File: config.mk
export PLATFORM = sky130hd
export DESIGN_NAME = key_entry_buf
export DESIGN_NICKNAME = d
export VERILOG_FILES = /design/src/rtl/alarm_clock_pkg.sv /design/src/rtl/bcd_time_check.sv /design/src/rtl/key_entry_buf.sv
export SDC_FILE = /design/constraint.sdc
export NUM_CORES = 1
export LEC_CHECK = 0
export ABC_AREA = 1
export CORE_ASPECT_RATIO = 1.5
export CORE_MARGIN = 1.5
export CORE_UTILIZATION = 47
export CTS_BUF_LIST = sky130_fd_sc_hd__clkbuf_4 sky130_fd_sc_hd__clkbuf_8
export DETAILED_ROUTE_END_ITERATION = 8
export PLACE_DENSITY_LB_ADDON = 0.08
export SLEW_MARGIN = 10
export SYNTH_ARGS = -nofsm -noshare
export SYNTH_HDL_FRONTEND = slang
export SYNTH_SLANG_ARGS = --single-unit
File: constraint.sdc
create_clock -name clock -period 1.8 [get_ports clock]
set_input_delay 0.45 -clock clock [delete_from_list [all_inputs] [get_ports clock]]
set_output_delay 0.45 -clock clock [all_outputs]
set_load 0.05 [all_outputs]
File: src/rtl/alarm_clock_pkg.sv
// Shared types and constants for the alarm-clock keypad and time-set paths.
package alarm_clock_pkg;

  localparam int unsigned DIGIT_W      = 4;
  localparam int unsigned MAX_HOUR     = 23;
  localparam int unsigned MAX_MIN_TENS = 5;
  localparam int unsigned MAX_DIGIT    = 9;
  localparam int unsigned ENTRY_DIGITS = 4;

  typedef enum logic [1:0] {
    IDLE  = 2'd0,
    ENTRY = 2'd1,
    FULL  = 2'd2
  } entry_state_e;

  function automatic logic is_digit(input logic [DIGIT_W-1:0] value);
    return value <= DIGIT_W'(MAX_DIGIT);
  endfunction

endpackage

File: src/rtl/bcd_time_check.sv
// Combinational legal 24-hour HH:MM check over four BCD digits.
module bcd_time_check
  import alarm_clock_pkg::*;
(
  input  logic [DIGIT_W-1:0] i_ms_hr,
  input  logic [DIGIT_W-1:0] i_ls_hr,
  input  logic [DIGIT_W-1:0] i_ms_min,
  input  logic [DIGIT_W-1:0] i_ls_min,
  output logic               o_legal
);

  logic [4:0] w_hours;

  assign w_hours = (5'(i_ms_hr) * 5'd10) + 5'(i_ls_hr);

  // Tens-of-hours bound keeps the 5-bit hour sum from wrapping.
  assign o_legal = (i_ms_hr <= DIGIT_W'(2))
                && (w_hours <= 5'(MAX_HOUR))
                && (i_ms_min <= DIGIT_W'(MAX_MIN_TENS))
                && (i_ls_min <= DIGIT_W'(MAX_DIGIT));

endmodule

File: src/rtl/key_entry_buf.sv
// Keypad digit-entry buffer feeding the alarm register's new_alarm inputs.
// Optional idle-timeout discard is built when KEY_ENTRY_TIMEOUT_EN is defined.
module key_entry_buf
  import alarm_clock_pkg::*;
#(
  parameter int unsigned TIMEOUT_CYCLES = 1000
) (
  input  logic               clock,
  input  logic               reset,
  input  logic               key_valid,
  input  logic [DIGIT_W-1:0] key_value,
  input  logic               clear_entry,
  input  logic               load_new_alarm,
  output logic [DIGIT_W-1:0] key_buffer_ms_hr,
  output logic [DIGIT_W-1:0] key_buffer_ls_hr,
  output logic [DIGIT_W-1:0] key_buffer_ms_min,
  output logic [DIGIT_W-1:0] key_buffer_ls_min,
  output logic [2:0]         digit_count,
  output logic               entry_valid,
  output logic               entry_timeout
);

  entry_state_e       r_state, w_state_nxt;
  logic [DIGIT_W-1:0] r_ms_hr, r_ls_hr, r_ms_min, r_ls_min;
  logic [DIGIT_W-1:0] w_ms_hr_nxt, w_ls_hr_nxt, w_ms_min_nxt, w_ls_min_nxt;
  logic [2:0]         r_count, w_count_nxt;
  logic               r_valid, w_valid_nxt;
  logic               r_timeout, w_timeout_nxt;
  logic               w_accept;
  logic               w_timeout_hit;
  logic               w_legal;

  assign w_accept = key_valid && is_digit(key_value);

`ifdef KEY_ENTRY_TIMEOUT_EN
  localparam int unsigned CntW = (TIMEOUT_CYCLES > 1) ? $clog2(TIMEOUT_CYCLES) : 1;

  logic [CntW-1:0] r_idle_cnt, w_idle_cnt_nxt;

  assign w_timeout_hit = (r_state != IDLE) && (r_idle_cnt == CntW'(TIMEOUT_CYCLES - 1));

  always_comb begin
    w_idle_cnt_nxt = r_idle_cnt + CntW'(1);
    // Any discard lands in IDLE; a surviving accepted digit restarts the wait.
    if (w_state_nxt == IDLE || w_accept) begin
      w_idle_cnt_nxt = '0;
    end
  end

  always_ff @(posedge clock or negedge reset) begin
    if (!reset) begin
      r_idle_cnt <= '0;
    end else begin
      r_idle_cnt <= w_idle_cnt_nxt;
    end
  end
`else
  logic w_unused_timeout_cfg;

  assign w_timeout_hit        = 1'b0;
  assign w_unused_timeout_cfg = |TIMEOUT_CYCLES;
`endif

  always_comb begin
    w_state_nxt   = r_state;
    w_ms_hr_nxt   = r_ms_hr;
    w_ls_hr_nxt   = r_ls_hr;
    w_ms_min_nxt  = r_ms_min;
    w_ls_min_nxt  = r_ls_min;
    w_count_nxt   = r_count;
    w_timeout_nxt = 1'b0;

    if (clear_entry || load_new_alarm || w_timeout_hit) begin
      w_state_nxt   = IDLE;
      w_ms_hr_nxt   = '0;
      w_ls_hr_nxt   = '0;
      w_ms_min_nxt  = '0;
      w_ls_min_nxt  = '0;
      w_count_nxt   = '0;
      w_timeout_nxt = w_timeout_hit && !clear_entry && !load_new_alarm;
    end else if (w_accept) begin
      w_ms_hr_nxt  = r_ls_hr;
      w_ls_hr_nxt  = r_ms_min;
      w_ms_min_nxt = r_ls_min;
      w_ls_min_nxt = key_value;
      unique case (r_state)
        IDLE: begin
          w_state_nxt = ENTRY;
          w_count_nxt = 3'd1;
        end
        ENTRY: begin
          w_count_nxt = r_count + 3'd1;
          if (r_count == 3'(ENTRY_DIGITS - 1)) begin
            w_state_nxt = FULL;
          end
        end
        FULL: begin
          w_count_nxt = 3'(ENTRY_DIGITS);
        end
        default: begin
          w_state_nxt = IDLE;
          w_count_nxt = '0;
        end
      endcase
    end
  end

  bcd_time_check u_time_check (
    .i_ms_hr  (w_ms_hr_nxt),
    .i_ls_hr  (w_ls_hr_nxt),
    .i_ms_min (w_ms_min_nxt),
    .i_ls_min (w_ls_min_nxt),
    .o_legal  (w_legal)
  );

  assign w_valid_nxt = (w_count_nxt == 3'(ENTRY_DIGITS)) && w_legal;

  always_ff @(posedge clock or negedge reset) begin
    if (!reset) begin
      r_state   <= IDLE;
      r_ms_hr   <= '0;
      r_ls_hr   <= '0;
      r_ms_min  <= '0;
      r_ls_min  <= '0;
      r_count   <= '0;
      r_valid   <= 1'b0;
      r_timeout <= 1'b0;
    end else begin
      r_state   <= w_state_nxt;
      r_ms_hr   <= w_ms_hr_nxt;
      r_ls_hr   <= w_ls_hr_nxt;
      r_ms_min  <= w_ms_min_nxt;
      r_ls_min  <= w_ls_min_nxt;
      r_count   <= w_count_nxt;
      r_valid   <= w_valid_nxt;
      r_timeout <= w_timeout_nxt;
    end
  end

  assign key_buffer_ms_hr  = r_ms_hr;
  assign key_buffer_ls_hr  = r_ls_hr;
  assign key_buffer_ms_min = r_ms_min;
  assign key_buffer_ls_min = r_ls_min;
  assign digit_count       = r_count;
  assign entry_valid       = r_valid;
  assign entry_timeout     = r_timeout;

endmodule

## Word level (Yosys, flattened, before mapping)

Cells that the tools add are included.

- Add/sub/neg operators: 2
- Eq/ne operators: 6
- Multipliers: 1
- Shift-type cells: 0
- $lt $le $gt $ge: 5
- Bitwise logic cells: 0
- Div/mod/pow operators: 0
- Mux-type cells: 15
- Reductions and logical operators: 9

Operators by type and width:

| operator | number |
|---|---|
| $mux W4 | 8 |
| $pmux W3 S3 | 1 |
| $le A4 B4 Y1 const B | 2 |
| $mux W2 | 3 |
| $mux W3 | 2 |
| $pmux W2 S3 | 1 |
| $add A5 B4 Y5 | 1 |
| $le A5 B5 Y1 const B | 1 |
| $logic_and A1 B1 Y1 | 5 |
| $le A4 B2 Y1 const B | 1 |
| $le A4 B3 Y1 const B | 1 |
| $mul A4 B3 Y4 const B | 1 |
| $add A3 B1 Y3 const B | 1 |
| $eq A3 B2 Y1 const B | 1 |
| $eq A3 B3 Y1 const B | 1 |
| $ne A3 B3 Y1 const B | 1 |
| $reduce_and A3 Y1 | 1 |
| $eq A2 B1 Y1 const B | 1 |
| $eq A2 B2 Y1 const B | 1 |
| $logic_not A2 Y1 | 1 |
| $ne A2 B2 Y1 const B | 1 |
| $reduce_bool A2 Y1 | 1 |
| $logic_or A1 B1 Y1 | 1 |

- Bits in writable memories: 0
- Register bits: 22
- Memories kept: 0
- Bits in latches: 0
- Memory bits (read-only): 0
- Output and inout port bits: 21

## Logic depth before layout (Yosys ltp)

Gate-level depths: netlist of run 1.

- Depth after elaboration: 11
- Mapped depth: 17
- Gate-level depth less buffers: 16

## Cells and area by module

Synthesis of run 1 repeated with hierarchy kept, for this count alone.

- Cell total of the unflattened synthesis: 151
- Area total of the unflattened synthesis: 1263.7 sq um

By module, submodules not included:

| module | sequential area each (sq um) | cells each | area an instance (sq um) | times used |
|---|---|---|---|---|
| key_entry_buf | 550.5 | 120 | 1066.0 | 1 |
| bcd_time_check | 0.0 | 31 | 197.7 | 1 |

## Worst setup path before layout of run 1

OpenSTA, ideal clock, no wires.

- Kind: input to register
- Start point: input key_value[2]
- End point: register r_valid (netlist: entry_valid)
- Stages on the path: 16
- Arrival: 2.206 ns
- Buffers on the path: 1
- Library setup time: 0.122 ns
- Required time: 1.678 ns
- Path slack: -0.528 ns
- Cells stage by stage: nor2_1 nand2_4 nand2_8 buf_12 nand2_1 a21oi_1 ha_1 ha_1 nand2_1 nand2_1 inv_1 nand2_1 nand2_1 nand2_1 nand2_1 a21oi_2

- Word-level cells in the longest chain between the ends: 11
- Elaborated cells on any way between the ends: 23

RTL lines:

| what | line | text |
|---|---|---|
| start, declared | key_entry_buf.sv:11 | `input logic [DIGIT_W-1:0] key_value,` |
| $le A4 B4 Y1 * | alarm_clock_pkg.sv:17 | `return value <= DIGIT_W'(MAX_DIGIT);` |
| $logic_and A1 B1 Y1 * | key_entry_buf.sv:33 | `assign w_accept = key_valid && is_digit(key_value);` |
| $mux W4 * | key_entry_buf.sv:81 | `end else if (w_accept) begin` |
| $mux W4 * | key_entry_buf.sv:73 | `if (clear_entry \|\| load_new_alarm \|\| w_timeout_hit) begin` |
| via u_time_check.i_ms_hr[0] | bcd_time_check.sv:5 | `input logic [DIGIT_W-1:0] i_ms_hr,` |
| $mul A4 B3 Y4 | bcd_time_check.sv:14 | `assign w_hours = (5'(i_ms_hr) * 5'd10) + 5'(i_ls_hr);` |
| $add A5 B4 Y5 | bcd_time_check.sv:14 |  |
| $le A5 B5 Y1 | bcd_time_check.sv:18 | `&& (w_hours <= 5'(MAX_HOUR))` |
| $logic_and A1 B1 Y1 * | bcd_time_check.sv:18 |  |
| $logic_and A1 B1 Y1 * | bcd_time_check.sv:19 | `&& (i_ms_min <= DIGIT_W'(MAX_MIN_TENS))` |
| $logic_and A1 B1 Y1 * | bcd_time_check.sv:20 | `&& (i_ls_min <= DIGIT_W'(MAX_DIGIT));` |
| $logic_and A1 B1 Y1 * | key_entry_buf.sv:116 | `assign w_valid_nxt = (w_count_nxt == 3'(ENTRY_DIGITS)) && w_legal;` |
| via w_valid_nxt | key_entry_buf.sv:27 | `logic r_valid, w_valid_nxt;` |
| end signal, assigned | key_entry_buf.sv:135 | `r_valid <= w_valid_nxt;` |
| end, declared | key_entry_buf.sv:27 |  |

The timed path passes the listed nets; every way through them passes the cells marked *.
A chain may end at the register's enable or synchronous reset.

## Final worst setup path of run 1

Same ends and word-level chain as after synthesis.

==> metrics.txt, run 1 <==
CP required=1.99 ns; full die area=3180 um^2; FFs w/ async S/R, synth=100%; Hold WC Path Type=in2async; Final setup viols=1; worst-path maximum fanout=6; Synth Cell Area=1340 um^2; clk_skew=0.00147 ns; drt wl/cell=14.0 um; Num CTS Buffers=3; htree depth=1; share of cells above drive strength 1=43.3%; Final Worst Setup Slack=-0.173 ns; multiplexer share of the synthesized area=0%; critical path cell sequence=buf_6 -> buf_6 -> nor2_4 -> nand2_4 -> nand2_8 -> nand2_4 -> a21oi_4 -> ha_4 -> ha_4 -> nand2_2 -> nand2_2 -> inv_2 -> nand2_2 -> nand2_1 -> nand2_1 -> nand2_1 -> a21oi_2; leakage=0.00118 uW; Seq/Total Area, Yosys=41.2%; design area=2120 um^2; reg-to-reg critical path endpoint=entry_valid$_DFF_PN0_; die width=46.5 um; largest net degree at the start of global routing=23; Port Buffer Count=28; failing checks=negative setup slack; WL final=3.94 mm; max-cap violation count=0; Worst path slowest cell=ha_4; vias=1,404; dpl cell area=1890 um^2; Synth area leader=dfrtp_1; commonest cells in the netlist=nand2_1, inv_1, dfrtp_1, nand3_1, nor2_1; via/cell ratio=4.98; top cell type's share of synthesized area=41.2%; yosys warns=0; drt drc=0; Post-Place Worst Slack=-0.930 ns; Clock transition at path regs=0.07 ns; Worst setup SP type=primary input; Reg power frac=45.7%; clk sinks=22; CP max stage delay=0.26 ns; Post-Syn Instances=172; Initial Util=49.9%; RSZ-0062 raised after global routing=yes; Yosys cell types=25; total grt overflow=0; Net Sw Frac=31.1%; hpwl dp=2.79 mm; DR pass1 iterations=4; CP endpoint kind=register; post-synthesis xor/xnor area fraction=0.655%; post-synthesis register bit count=22; WP buf/inv=3; RePlAce Congestion=0.836; initial drt markers=46; synthesized-area fraction occupied by and/or/nand/nor cells=28.5%; status=finished, violations left; initial antenna violation count=0; Synth Area in Compound Gates=10.1%; Switch Pwr=359 uW; Tmin final=1.97 ns; clk buf depth=2; clock network power share=26.0%; Power Density=546 nW/um^2; post-synth net total=188; EDFF count, synth=0; Post-synth top flop=dfrtp_1; Die Y=68.3 um; fin. max-slew vios=0; combinational fraction of design power=28.3%; worst skew pair latency=0.26 ns; Reg2Reg Launch Point=digit_count[0]$_DFF_PN0_; VDD IR-drop max=0.355 mV; n_diodes=0; worst reg-to-reg setup slack=0.03 ns; Post-DRT Antenna Nets=0; CP arrival=2.17 ns; cell with the most instances after synthesis=nand2_1; FF-to-FF path depth=11; first-pass GRT wire length=6.08 mm; Core ar.=2680 um^2; WS Path Type=in2reg; synth top area cells=dfrtp_1, nand2_1, inv_1, nand3_1, ha_1; CTS root buffer=clkbuf_8; CP top delay family=simple AND/OR/NAND/NOR gates; number of global-route vias before repair=1,438; area delta synth->final=58.3%; adder-cell area share of the yosys netlist=7.12%; TritonCTS clock tree=built; num rows=23; Post-layout nets=263; largest family of logic cells by synthesized area=simple AND/OR/NAND/NOR gates; cell internal pwr=796 uW; final hold vios=0; Total GRT Usage=26.7%; top-level port count=30; Final period util=110%; post-synthesis area per instance=7.77 um^2; f_max=507 MHz
==> per-stage QoR <==
| stage | total power, uW | TNS [ns] | std cells | hold WS [ns] | util [%] |
|---|---|---|---|---|---|
| after global placement | 811 | -2.14 | 265 | 0.522 | 70.5 |
| after floorplan | 702 | -0.293 | 172 | 0.154 | - |
| final | 1160 | -0.173 | 282 | 0.538 | 79.1 |
| after detailed placement | 817 | -2.60 | 265 | 0.542 | 70.5 |
| after CTS | 1140 | -0.194 | 277 | 0.540 | 76.3 |
| after global routing | 1200 | -0.282 | 282 | 0.570 | 79.1 |
==> power groups by stage <==
stage               Sequential, uW  Clock (uW)  Combinational, uW
detailed placement             537           0                280
global route                   530         322                352
floorplan                      580           0                122
global placement               536           0                275
finish                         528         300                327
CTS                            527         304                308
==> placed cells by master (no fill, tap or decap), drive strengths merged, types with 2 or more instances in the layout <==
| cell type | n |
|---|---|
| buf | 70 |
| nand2 | 46 |
| inv | 32 |
| dfrtp | 22 |
| nand3 | 19 |
| o21ai | 12 |
| nor2 | 11 |
| a21oi | 10 |
| ha | 6 |
| clkbuf | 4 |
| nand4 | 2 |
| clkdlybuf4s15 | 2 |
| clkdlybuf4s50 | 2 |
==> flip-flops by register name (all words and copies together), names as in the netlist <==
| name | count |
|---|---|
| key_buffer_ls_hr | 4 |
| key_buffer_ls_min | 4 |
| key_buffer_ms_hr | 4 |
| key_buffer_ms_min | 4 |
| digit_count | 3 |
| r_state | 2 |
| entry_valid | 1 |
==> area by class of cell <==
cell class	instances	area, um^2
Timing Repair Buffer	75	614
Inverter	32	123
Multi-Input combinational cell	113	741
Tap cell	37	46.3
Sequential cell	22	551
Fill cell	180	561
Clock buffer	3	41.3
==> how the worst max path moves through the flow <==
stage / from / end / slack (ns) / cells after the start
after global routing: key_value[2] / entry_valid$_DFF_PN0_ / -0.28 / 17
final: key_value[2] / entry_valid$_DFF_PN0_ / -0.17 / 17
after CTS: key_value[1] / entry_valid$_DFF_PN0_ / -0.19 / 17
after floorplan: key_value[2] / entry_valid$_DFF_PN0_ / -0.29 / 16
after global placement: key_value[2] / entry_valid$_DFF_PN0_ / -0.90 / 15
after detailed placement: key_value[2] / entry_valid$_DFF_PN0_ / -0.93 / 15
==> cells by family after synthesis <==
group,count (synthesis)
AO/OA/AOI/OAI,25
XOR/XNOR,1
adder cells (fa/ha/maj),7
buffers and inverters,37
flip-flops,22
other,1
AND/OR/NAND/NOR,79
==> worst reg2reg max path: stages (launching register included) <==
cell,delay (ns)
dfrtp_1,0.40
ha_1,0.21
ha_1,0.27
inv_1,0.05
a21oi_1,0.05
o21ai_0,0.15
nand2_1,0.07
nor2_1,0.13
nand2_1,0.08
nor2_1,0.11
nand2_1,0.09
a21oi_2,0.10
==> metal layers <==
layer | global-route usage, % | part of all wire [%]
met5 | 0 | 0
met2 | 50.9 | 57
met1 | 26.4 | 36
met4 | 12.5 | 3.1
met3 | 4.22 | 3.6
==> what timing repair did <==
item,in CTS,in global routing
hold buffers,0,0
setup buffers,9,5
pin swaps,18,14
endpoints found under the setup margin,2,1
hold endpoints to repair,0,0
gates resized for setup,37,13
Power figures use the tool's default switching activity.
==> run 2, diff against run 1 <==
--- a/config.mk
+++ b/config.mk
@@ -8,10 +8,12 @@
 export ABC_AREA = 1
 export CORE_ASPECT_RATIO = 1.5
 export CORE_MARGIN = 1.5
-export CORE_UTILIZATION = 47
+export CORE_UTILIZATION = 52
 export CTS_BUF_LIST = sky130_fd_sc_hd__clkbuf_4 sky130_fd_sc_hd__clkbuf_8
 export DETAILED_ROUTE_END_ITERATION = 8
+export GPL_TIMING_DRIVEN = 0
 export PLACE_DENSITY_LB_ADDON = 0.08
+export SKIP_CTS_REPAIR_TIMING = 1
 export SLEW_MARGIN = 10
 export SYNTH_ARGS = -nofsm -noshare
 export SYNTH_HDL_FRONTEND = slang
==> constraint.sdc (replaced) <==
create_clock -name clock -period 2.11 [get_ports clock]
set_input_delay 0.5275 -clock clock [delete_from_list [all_inputs] [get_ports clock]]
set_output_delay 0.5275 -clock clock [all_outputs]
set_load 0.05 [all_outputs]
==> run 2 against run 1 <==
  * The flow finishes with violations (design-rule violations)
  * Via count down 4.0%
  * First-iteration DRC count up 33%
  * Setup slack better by 0.17 ns
  * Combinational power down 20%
  * Highest routed layer unchanged
==> metrics.txt, run 2 (synthesis gave the netlist of run 1 again) <==
WHS=0.520 ns (-0.0184 ns); Worst setup SP type=primary input; final core utilization=79.8% (+0.72 points); Power Density=481 nW/um^2 (-12%); WL final=3.75 mm (-4.9%); clk buf depth=2 (unchanged); reg-to-reg critical path endpoint=entry_valid$_DFF_PN0_; worst reg-to-reg setup slack=0.29 ns (+0.26 ns); Die Y=65.1 um (-4.7%); RSZ-0062 raised after global routing=yes; final hold vios=0 (unchanged); Rel. slew slack=33.6%; CP required=2.35 ns (+0.36 ns); FF-to-FF path depth=13 (+2); Port Buffer Count=28 (unchanged); Hold WC Path Type=in2reg; Worst path slowest cell=ha_4; n_diodes=0 (unchanged); Num CTS Buffers=3 (unchanged); full die area=2890 um^2 (-9.1%); die width=44.4 um (-4.6%); Filler cells=170 (-5.6%); initial antenna violation count=0 (unchanged); total grt overflow=0 (unchanged); Post-layout nets=243 (-7.6%); Post-DRT Antenna Nets=0 (unchanged); worst skew pair latency=0.30 ns (+0.04 ns); CP endpoint kind=register; Hold Path Stages=3; f_max=474 MHz; CP max stage delay=0.26 ns (about the same); Slew @ Worst Pin=0.993 ns; initial drt markers=61 (+33%); CTS root buffer=clkbuf_4; RePlAce Congestion=0.828 (-0.95%); via/cell ratio=5.39 (+8.3%); clk_skew=0.00414 ns (+0.00267 ns); leakage=0.00111 uW (-6.3%); share of cells above drive strength 1=27.9% (-15 points); Initial Util=54.5% (+4.6 points); Total GRT Usage=23.3% (-3.3 points); fin. max-slew vios=0 (unchanged); Final setup viols=0 (-1); Final period util=99.9%; WHS Endpoint=key_buffer_ls_min[2]$_DFF_PN0_; number of global-route vias before repair=1,156 (-20%); drt drc=3 (+3); drt wl/cell=15.0 um (+7.2%); WS Path Type=in2reg; Core ar.=2450 um^2 (-8.5%); vias=1,348 (-4.0%); DR pass1 iterations=8 (+4); max-cap violation count=0 (unchanged); min-delay src=key_value[2]; Tot Pwr=941 uW (-19%); top-level port count=30 (unchanged); largest net degree at the start of global routing=23 (unchanged); commonest non-fill, non-tap cell in the layout=nand2_1; Tmin final=2.11 ns; Reg2Reg Launch Point=key_buffer_ms_hr[1]$_DFF_PN0_; TritonCTS clock tree=built; critical path cell sequence=dlymetal6s2s_1 -> nor2_4 -> clkinvlp_4 -> a21oi_4 -> ha_4 -> ha_4 -> nand2_2 -> nand2_2 -> inv_2 -> nand2_2 -> nand2_1 -> nand2_1 -> nand2_1 -> a21oi_2; most frequent cells in the layout=nand2_1, inv_1, dfrtp_1, buf_4, clkdlybuf4s50_1; Clock transition at path regs=0.12 ns (+0.05 ns); clk sinks=22 (unchanged); htree depth=1 (unchanged); worst-path maximum fanout=5 (-1); Crit path depth=14 (-3); WP buf/inv=3 (unchanged); VDD IR-drop max=0.413 mV (+16%); hpwl dp=2.44 mm (-12%); num rows=22 (-4.3%); CP arrival=2.35 ns (+0.18 ns); CP top delay family=simple AND/OR/NAND/NOR gates; failing checks=design-rule violations; area delta synth->final=46.3%; status=finished, violations left; first-pass GRT wire length=4.94 mm (-19%)
run 2: worst register-to-register path: stages, from the launching register on:
cell and delay (ns):
dfrtp_1 0.41, inv_1 0.07, nand3_1 0.07, nand3_1 0.13, inv_2 0.07, ha_1 0.29
a21o_1 0.17, nand2_2 0.06, nand2_2 0.06, nand3_1 0.10, nand2_1 0.06, nand2_1 0.06
nand2_1 0.06, a21oi_2 0.14
run 2: metrics by stage:
step | cells | cell area (um^2) | TNS [ns] | setup slack [ns]
6_report | 250 | 1950 | 0 | 0.00219
5_1_grt | 250 | 1950 | -0.0752 | -0.0752
4_1_cts | 228 | 1740 | -0.552 | -0.552
3_5_place_dp | 224 | 1700 | -0.976 | -0.872
3_3_place_gp | 224 | 1700 | -0.818 | -0.818
2_1_floorplan | 172 | 1390 | -0.0610 | -0.0610
run 2: where the power goes:
part / leakage (uW) / internal (uW) / switching, uW
Clock: 0.0000210 / 105 / 123
Sequential: 0.000302 / 437 / 13.7
Combinational: 0.000787 / 102 / 160
run 2: final cells by class:
cell class                 count  area (um^2)  share of cell area, %
multi-input combinational    113          707                   36.2
clock buffer                   4         36.3                   1.86
sequential                    22          551                   28.2
buffer                         5         61.3                   3.14
tap                           24         30.0                   1.54
inverter                      32          124                   6.34
timing repair buffer          50          445                   22.8
run 2: routing by layer:
metal | wire length, um | global-route usage, %
met4 | 70 | 10.2
met1 | 1380 | 25.4
met5 | 0 | 0
met2 | 2130 | 43.4
met3 | 163 | 2.23
run 2: worst max path at each step:
stage / from / to / slack (ns)
final: clear_entry / entry_valid$_DFF_PN0_ / 0.002
after global routing: clear_entry / entry_valid$_DFF_PN0_ / -0.08
after CTS: key_value[2] / entry_valid$_DFF_PN0_ / -0.55
after detailed placement: key_value[2] / entry_valid$_DFF_PN0_ / -0.87
after global placement: key_value[2] / entry_valid$_DFF_PN0_ / -0.82
after floorplan: key_value[2] / entry_valid$_DFF_PN0_ / -0.06
